===== src/rtl/loader_pkg.sv =====
// Shared definitions for the instruction loader: word width and FSM state encoding.
package loader_pkg;

  localparam int INSTR_W = 9;

  typedef enum logic [1:0] {
    IDLE = 2'd0,
    LOAD = 2'd1,
    DONE = 2'd2,
    ERR  = 2'd3
  } loaderState_e;

endpackage


===== src/rtl/loader_mem.sv =====
// Program store for the instruction loader: synchronous write, asynchronous read.
module loader_mem
  import loader_pkg::*;
#(
  parameter int D = 8
) (
  input  logic               clk,
  input  logic               we,
  input  logic [D-1:0]       wrAddr,
  input  logic [INSTR_W-1:0] wrData,
  input  logic [D-1:0]       rdAddr,
  output logic [INSTR_W-1:0] rdData
);

  // Contents are deliberately never reset; the loader masks words beyond the loaded length.
  logic [INSTR_W-1:0] mem [2**D];

  always_ff @(posedge clk) begin
    if (we) mem[wrAddr] <= wrData;
  end

  assign rdData = mem[rdAddr];

endmodule


===== src/rtl/instr_loader.sv =====
// Streams a program into the store and holds the core in reset until it is complete.
// Optional XOR checksum of accepted words is enabled by defining LOADER_CHECKSUM_EN.
module instr_loader
  import loader_pkg::*;
#(
  parameter int D = 8
) (
  input  logic               clk,
  input  logic               reset,
  input  logic               load_valid,
  input  logic [INSTR_W-1:0] load_data,
  input  logic               load_last,
  output logic               load_ready,
  input  logic               reload,
  input  logic [D-1:0]       pc_addr,
  output logic [INSTR_W-1:0] instr,
  output logic               core_reset,
  output logic [D:0]         loaded_count,
  output logic               overflow,
  output logic [INSTR_W-1:0] csum
);

  localparam logic [D:0] COUNT_ONE = {{D{1'b0}}, 1'b1};

  loaderState_e       stateQ, stateNext;
  logic [D:0]         loadedCount;
  logic               overflowQ;
  logic               accept;
  logic               atTop;
  logic [INSTR_W-1:0] memData;

  // A word arriving together with reload is dropped.
  assign accept = load_valid && load_ready && !reload;
  assign atTop  = (loadedCount[D-1:0] == {D{1'b1}});

  always_ff @(posedge clk or posedge reset) begin
    if (reset) stateQ <= IDLE;
    else       stateQ <= stateNext;
  end

  always_comb begin
    stateNext  = stateQ;
    load_ready = 1'b0;
    core_reset = 1'b1;
    unique case (stateQ)
      IDLE, LOAD: begin
        load_ready = 1'b1;
        if (accept) begin
          if (load_last)  stateNext = DONE;
          else if (atTop) stateNext = ERR;
          else            stateNext = LOAD;
        end
      end
      DONE:    core_reset = 1'b0;
      ERR:     ;
      default: stateNext = IDLE;
    endcase
    if (reload) stateNext = IDLE;
  end

  always_ff @(posedge clk or posedge reset) begin
    if (reset) begin
      loadedCount <= '0;
      overflowQ   <= 1'b0;
    end else if (reload) begin
      loadedCount <= '0;
      overflowQ   <= 1'b0;
    end else if (accept) begin
      loadedCount <= loadedCount + COUNT_ONE;
      if (atTop && !load_last) overflowQ <= 1'b1;
    end
  end

`ifdef LOADER_CHECKSUM_EN
  logic [INSTR_W-1:0] csumQ;

  always_ff @(posedge clk or posedge reset) begin
    if (reset)       csumQ <= '0;
    else if (reload) csumQ <= '0;
    else if (accept) csumQ <= csumQ ^ load_data;
  end

  assign csum = csumQ;
`else
  assign csum = '0;
`endif

  loader_mem #(.D(D)) uMem (
    .clk    (clk),
    .we     (accept),
    .wrAddr (loadedCount[D-1:0]),
    .wrData (load_data),
    .rdAddr (pc_addr),
    .rdData (memData)
  );

  assign instr        = ({1'b0, pc_addr} < loadedCount) ? memData : '0;
  assign loaded_count = loadedCount;
  assign overflow     = overflowQ;

endmodule

===== config.mk =====
export PLATFORM = sky130hd
export DESIGN_NAME = instr_loader
export DESIGN_NICKNAME = d
export VERILOG_FILES = /design/src/rtl/loader_pkg.sv /design/src/rtl/loader_mem.sv /design/src/rtl/instr_loader.sv
export SDC_FILE = /design/constraint.sdc
export NUM_CORES = 2
export LEC_CHECK = 0
export BUFFER_PORTS_ARGS = -buffer_cell sky130_fd_sc_hd__buf_2
export CAP_MARGIN = 25
export CORE_AREA = 2 2 309 541
export CTS_CLUSTER_SIZE = 16
export DETAILED_ROUTE_END_ITERATION = 7
export DIE_AREA = 0 0 311 543
export PLACE_DENSITY = 0.7
export SLEW_MARGIN = 20
export SYNTH_ARGS = -nofsm -noshare
export SYNTH_HDL_FRONTEND = slang
export SYNTH_HIERARCHICAL = 1
export SYNTH_SLANG_ARGS = --single-unit

===== constraint.sdc =====
create_clock -name clk -period 3.3 [get_ports clk]
set_input_delay 0.165 -clock clk [delete_from_list [all_inputs] [get_ports clk]]
set_output_delay 0.165 -clock clk [all_outputs]
set_load 0.05 [all_outputs]

# Yosys cells after proc, flatten, opt, wreduce, memory -nomap -nowiden
# Memory sizes are Yosys's and may differ from the RTL's.
# Cells that the tools add are included.
# word_totals
reg_bits,12
mem_bits_rw,2304
inputBits,22
wordCells,36
n_memories,1
# op_classes
n_addsub,1
n_lt_le_gt_ge,1
n_eq_ne,3
muxes,15
n_reduce_logical,12
# memory_table
memory,words,width,read_ports,rd_clocked_by_memory_dff,wr,line_no,source
uMem.mem,256,9,1,0,1,loader_mem.sv:16,logic [INSTR_W-1:0] mem [2**D];
# op_table
cell,count
2-to-1 mux 9 bit,3
2-to-1 mux 2 bit,5
adder 9 x 1 -> 9 bit (second input constant),1
less-than comparator 8 x 9 -> 1 bit,1
equality test 8 bit (second input constant),1
2-to-1 mux 1 bit,7
nonzero test 2 bit,3
AND reduction 2 bit,2
logical AND 1 bit,3
equality test 2 x 1 -> 1 bit (second input constant),1
equality test 2 bit (second input constant),1
zero test 1 bit,2
zero test 2 bit,1
OR reduction 2 bit,1

# Logic depth before layout (Yosys ltp)
# depth
depth_word,8
mapped_depth,13
mapped_depth_nobuf,8

# Cells and area by module
# Netlist, hierarchy kept.
# modules_own_cells
module,n_inst,cells_per_inst,area_per_inst_um2,seq_area_each_um2
loader_mem,1,4228,89098.0,69186.4
instr_loader,1,115,959.7,300.3

# Worst setup path after synthesis
# OpenSTA, ideal clock, no wires.
# synth_path
kind,input to output
startpoint,in pc_addr[1]
endpoint,out instr[0]
arrival_ns,2.939
path_slack_ns,0.196
stages,11
n_path_buf,3
path_cell_list,buf_2 buf_4 nand2_1 clkbuf_1 o221ai_1 a21oi_1 o32ai_1 nor3_1 nor4_1 inv_1 a211oi_1
# synth_via
elab_chain_len,2
# synth_lines
item,line_no,source
"start, declared",instr_loader.sv:15,"input logic [D-1:0] pc_addr,"
memory (256 x 9 bit),--,
named net memData[0],instr_loader.sv:30,logic [INSTR_W-1:0] memData;
2-to-1 mux 9 bit,instr_loader.sv:97,"assign instr = ({1'b0, pc_addr} < loadedCount) ? memData : '0;"
"end, declared",instr_loader.sv:16,"output logic [INSTR_W-1:0] instr,"
# The timed path passes the listed nets, and every way through them passes these cells.

# Worst setup path in the final report
# layout_path
startpoint,mem uMem.mem[223][5]
endpoint,out instr[5]
# layout_via
elab_chain_len,2
# layout_lines
item,line_no
"start, declared",loader_mem.sv:16
memory (256 x 9 bit),--
named net memData[5],instr_loader.sv:30
2-to-1 mux 9 bit,instr_loader.sv:97
# The timed path passes the listed nets, and every way through them passes these cells.

==> flow_summary.html <==
<table>
<tr><th>Metric</th><th>Value</th></tr>
<tr><th colspan="2">Floorplanning</th></tr>
<tr><td>Floorplan die area</td><td>169000 um2</td></tr>
<tr><td>Std-Cell Core Area</td><td>between 150000 and 200000 um2</td></tr>
<tr><td>Overall die width</td><td>311 um</td></tr>
<tr><td>I/O pin total</td><td>52</td></tr>
<tr><td>Count of standard-cell rows</td><td>197</td></tr>
<tr><td>Initial Util</td><td>0.549</td></tr>
<tr><td>Die span in y</td><td>543 um</td></tr>
<tr><th colspan="2">Clock tree</th></tr>
<tr><td>Clock root buffer</td><td>clkbuf_16</td></tr>
<tr><td>Clock transition at the registers of the reported paths</td><td>70 ps</td></tr>
<tr><td>CTS HTree Levels</td><td>4</td></tr>
<tr><td>Count of buffers added by post-CTS timing repair for setup</td><td>0</td></tr>
<tr><td>Number of buffers inserted during clock tree synthesis</td><td>approximately 200</td></tr>
<tr><td>Clk_lat worst skew</td><td>830 ps</td></tr>
<tr><td>Clock Sink Count</td><td>2316</td></tr>
<tr><td>Worst-case clock buffer depth</td><td>4</td></tr>
<tr><td>TritonCTS clock tree</td><td>yes</td></tr>
<tr><th colspan="2">Min path</th></tr>
<tr><td>Startpoint of the most critical hold path</td><td>load_data[0]</td></tr>
<tr><td>Tightest Hold Check Type</td><td>input port to flop</td></tr>
<tr><td>Worst Hold Path Cells</td><td>1</td></tr>
<tr><td>WHS Endpoint</td><td>uMem/mem[135][0]</td></tr>
<tr><th colspan="2">Power and ir drop</th></tr>
<tr><td>Switch Pwr</td><td>12500 uW</td></tr>
<tr><td>Power Internal</td><td>46300 uW</td></tr>
<tr><td>Clock share of power</td><td>0.388</td></tr>
<tr><td>Combinational group share of total power</td><td>0.062</td></tr>
<tr><td>Flop pwr share</td><td>0.550</td></tr>
<tr><td>Leakage component of the power</td><td>0.0340 uW</td></tr>
<tr><td>Power density over the cells</td><td>560 nW/um2</td></tr>
<tr><td>Switching power as a share of total power</td><td>0.212</td></tr>
<tr><td>Peak ir drop on the vdd network</td><td>around 0.00041 V</td></tr>
<tr><th colspan="2">Global routing</th></tr>
<tr><td>Pin count of the biggest net entering global routing</td><td>117</td></tr>
<tr><td>Grt total ovfl</td><td>0</td></tr>
<tr><td>Antenna violations before repair</td><td>4</td></tr>
<tr><td>Number of global-route vias before repair</td><td>about 49000</td></tr>
<tr><td>All-layer global routing usage</td><td>0.287</td></tr>
<tr><td>Global-route wire length before repair</td><td>344 mm</td></tr>
<tr><th colspan="2">Worst setup path</th></tr>
<tr><td>Kind of end point of the critical path</td><td>primary output</td></tr>
<tr><td>Crit Path Max Fanout</td><td>1</td></tr>
<tr><td>Ordered cell list for the critical path</td><td>mux4_2, and3_4, a31oi_4, buf_6, nand4_1, a211oi_4, nor4_4, inv_1, a211oi_2, buf_6</td></tr>
<tr><td>Required time worst endpoint</td><td>3130 ps</td></tr>
<tr><td>Most frequent cell on the critical path</td><td>buf_6</td></tr>
<tr><td>Reg-to-reg slack, setup</td><td>440 ps</td></tr>
<tr><td>Startpoint of the most critical register-to-register path</td><td>stateQ[1]</td></tr>
<tr><td>Crit path DAT</td><td>3500 ps</td></tr>
<tr><td>Worst stage delay on the critical path</td><td>510 ps</td></tr>
<tr><td>Kind of launch point of the worst setup path</td><td>flop</td></tr>
<tr><td>Worst reg2reg endpoint</td><td>uMem/mem[37][0]</td></tr>
<tr><td>Slowest CP cell</td><td>a211oi_4</td></tr>
<tr><td>Critical path class</td><td>flop to primary output</td></tr>
<tr><td>Number of cells on the worst reg-to-reg path</td><td>6</td></tr>
<tr><th colspan="2">Timing</th></tr>
<tr><td>Worst setup slack after layout</td><td>-362 ps</td></tr>
<tr><td>Slew of the pin with the lowest slew margin</td><td>1120 ps</td></tr>
<tr><td>Peak Freq</td><td>273 MHz</td></tr>
<tr><td>Number of max-slew violations in the final report</td><td>0</td></tr>
<tr><td>Final worst hold slack</td><td>-0.389 ps</td></tr>
<tr><td>Rel. slew slack</td><td>0.244</td></tr>
<tr><td>Final Hold Viols</td><td>2</td></tr>
<tr><td>Post-Route Skew</td><td>around 44 ps</td></tr>
<tr><td>Final critical path time including I/O delays and setup</td><td>3660 ps</td></tr>
<tr><td>Portion of the clock cycle consumed by the worst path in the final layout</td><td>1.11</td></tr>
<tr><td>Setup repair after global routing missed its margin</td><td>yes</td></tr>
<tr><td>Final setup violation count</td><td>9</td></tr>
<tr><th colspan="2">Layout</th></tr>
<tr><td>Number of filler cells placed in the layout</td><td>10900</td></tr>
<tr><td>Sequential cell area</td><td>approximately 69000 um2</td></tr>
<tr><td>Fraction of final layout cells sized beyond drive strength 1</td><td>0.312</td></tr>
<tr><td>Area occupied by multi-input gates</td><td>19600 um2</td></tr>
<tr><td>Total Nets Final</td><td>5073</td></tr>
<tr><td>Area added between synthesis and finish</td><td>16.6%</td></tr>
<tr><td>Post-layout util</td><td>0.640</td></tr>
<tr><th colspan="2">Outcome</th></tr>
<tr><td>Violated checks</td><td>hold timing, setup timing</td></tr>
<tr><td>Status</td><td>finished, violations left</td></tr>
<tr><th colspan="2">Synthesis</th></tr>
<tr><td>Synth async-reset ratio</td><td>0.00518</td></tr>
<tr><td>Number of enable flip-flop cells after synthesis</td><td>between 2000 and 2500</td></tr>
<tr><td>Synth top area cells</td><td>edfxtp_1 77%, mux4_2 12%, mux2i_1 2.0%</td></tr>
<tr><td>Synth warnings</td><td>6</td></tr>
<tr><td>Synthesized area per cell</td><td>between 20 and 25 um2</td></tr>
<tr><td>Cell count after synthesis</td><td>between 4000 and 5000</td></tr>
<tr><td>Part of the Yosys area used for sequential elements</td><td>0.772</td></tr>
<tr><td>Share of Yosys cell area claimed by the top area cell type</td><td>0.768</td></tr>
<tr><td>Number of different library cells in the post-synthesis netlist</td><td>67</td></tr>
<tr><td>Largest area contributor in the netlist</td><td>edfxtp_1</td></tr>
<tr><td>Post-synthesis instance area</td><td>90100 um2</td></tr>
<tr><td>Dominant synthesized flop cell</td><td>edfxtp_1</td></tr>
<tr><td>Flop and latch count out of synthesis</td><td>between 2000 and 2500</td></tr>
<tr><th colspan="2">Detailed routing</th></tr>
<tr><td>Final ANT Viol Nets</td><td>0</td></tr>
<tr><td>Vias per cell</td><td>around 6.4</td></tr>
<tr><td>Post-Route WL</td><td>roughly 240 mm</td></tr>
<tr><td>Wirelength per Cell</td><td>roughly 33 um</td></tr>
<tr><td>Routed via count</td><td>47400</td></tr>
<tr><td>Number of remaining DRC errors</td><td>0</td></tr>
<tr><td>Number of design-rule violations left by the first detailed-router iteration</td><td>5762</td></tr>
<tr><td>1st-pass router iterations</td><td>6</td></tr>
<tr><th colspan="2">Placement</th></tr>
<tr><td>Final estimated routing congestion in global placement</td><td>around 0.94</td></tr>
<tr><td>Count of buffers from port buffering</td><td>42</td></tr>
<tr><td>Detailed placement HPWL</td><td>164 mm</td></tr>
<tr><td>Worst-case setup slack after placement</td><td>-767 ps</td></tr>
<tr><th colspan="2">Run</th></tr>
<tr><td>Max-cap violations</td><td>0</td></tr>
</table>
## Yosys cell counts (14+ instances only)
library cell     n
edfxtp_1      2304
mux4_2         467
nor2_1         314
mux2i_1        177
a22oi_1        174
clkbuf_1       121
a21oi_1        106
o22ai_1         65
buf_2           54
nand2_1         45
a211oi_1        37
buf_4           37
o221ai_1        35
nand3_1         34
o21ai_0         34
nor2b_1         29
nor4_1          29
buf_6           27
mux2_2          23
nor3_1          22
inv_1           21
buf_1           14
## power by group through the flow
| stage | registers, uW | clock network, uW | logic (uW) |
|---|---|---|---|
| after floorplan | 33000 | 0 | 1600 |
| after CTS | 32300 | 23100 | 3560 |
| after global placement | 33000 | 0 | 3380 |
| after global routing | 32300 | 24100 | 3750 |
| after detailed placement | 33000 | 0 | 3430 |
| final | 32300 | 22800 | 3630 |
## state kept, by name, indices dropped and copies added, names as in the netlist
| register | flops |
|---|---|
| loaded_count | 9 |
| uMem/mem | 2304 |
| overflow | 1 |
| stateQ | 2 |
## placed cells by master (no fill, tap or decap), types with 10 or more instances in the layout
cell / Yosys / routed
nand4_1: 12 / 12
a211oi_1: 37 / 24
dfrtp_1: 12 / 12
bufinv_16: 0 / 16
a21oi_2: 0 / 12
mux4_2: 467 / 468
nor4_1: 29 / 12
o221ai_1: 35 / 34
clkbuf_1: 121 / 27
mux2i_1: 177 / 176
edfxtp_1: 2304 / 2304
nor2_1: 314 / 312
clkinv_1: 1 / 49
nand3_1: 34 / 34
buf_6: 27 / 10
nor2b_1: 29 / 25
buf_12: 5 / 80
mux2_2: 23 / 23
clkinv_2: 0 / 35
dlygate4sd3_1: 0 / 15
nand2_1: 45 / 45
a22oi_1: 174 / 152
o22ai_1: 65 / 64
a21oi_1: 106 / 93
clkbuf_16: 0 / 204
inv_1: 21 / 20
nor3_1: 22 / 17
buf_4: 37 / 620
buf_2: 54 / 22
a22oi_2: 0 / 22
o21ai_0: 34 / 28
## kinds of logic after synthesis
family	share of synthesized area
mux	0.142
compound gates	0.0392
buf+inv	0.0191
xor+xnor	0.000195
other cells	0.0000416
simple gates	0.0267
fa+ha+maj	0.00111
flops	0.772
## area by class of cell
type                    count  share of cell area
diodes                      1           0.0000238
clock buffers             235              0.0501
clock inverters           114             0.00925
inverters                  22            0.000787
multi-input cells        1743               0.187
flip-flops and latches   2316               0.662
well taps                2189              0.0261
repair buffers            759              0.0649
## worst max-delay path by stage
stage	startpoint	end	slack, ps	cells after the start
after global routing	uMem/mem[220][5]	instr[5]	-350	10
after CTS	uMem/mem[15][1]	instr[1]	-460	12
final	uMem/mem[223][5]	instr[5]	-360	10
after detailed placement	pc_addr[0]	instr[8]	-770	13
after floorplan	pc_addr[1]	instr[0]	200	11
after global placement	pc_addr[0]	instr[8]	-750	13
## worst max-delay path: cells and delay by family, from the launching register on
family,cells,cell delay [ps]
compound gates,3,700
buf+inv,3,390
flops,1,380
mux,1,480
simple gates,3,720
## what timing repair did
| action | in CTS | in global routing |
|---|---|---|
| gates resized for setup | 101 | 45 |
| hold endpoints to repair | 509 | 0 |
| setup endpoints to repair | 9 | 9 |
| pin swaps | 23 | 22 |
| hold buffers | 15 | 0 |
## metal layers
| metal | share of wire | track usage | wire length, um | vias to the layer above |
|---|---|---|---|---|
| li1 | - | - | - | 19500 |
| met1 | 0.32 | 0.317 | 76600 | 24700 |
| met2 | 0.52 | 0.504 | 126000 | 2516 |
| met3 | 0.077 | 0.0493 | 18500 | 744 |
| met4 | 0.083 | 0.202 | 20000 | 4 |
| met5 | 0.000087 | 0 | 21 | - |
## per-stage QoR
stage	instance area [um2]	TNS (ps)	cells	power (uW)	hold slack, ps
after floorplan	90100	0	4351	34600	29.7
after global placement	97900	-3700	7021	36400	229
after detailed placement	97900	-3830	7021	36400	239
after CTS	105000	-2620	7378	59000	2.42
after global routing	105000	-2250	7379	60100	39.7
final	105000	-1810	7379	58800	-0.389
No activity file was read; power rests on OpenSTA's default activity.
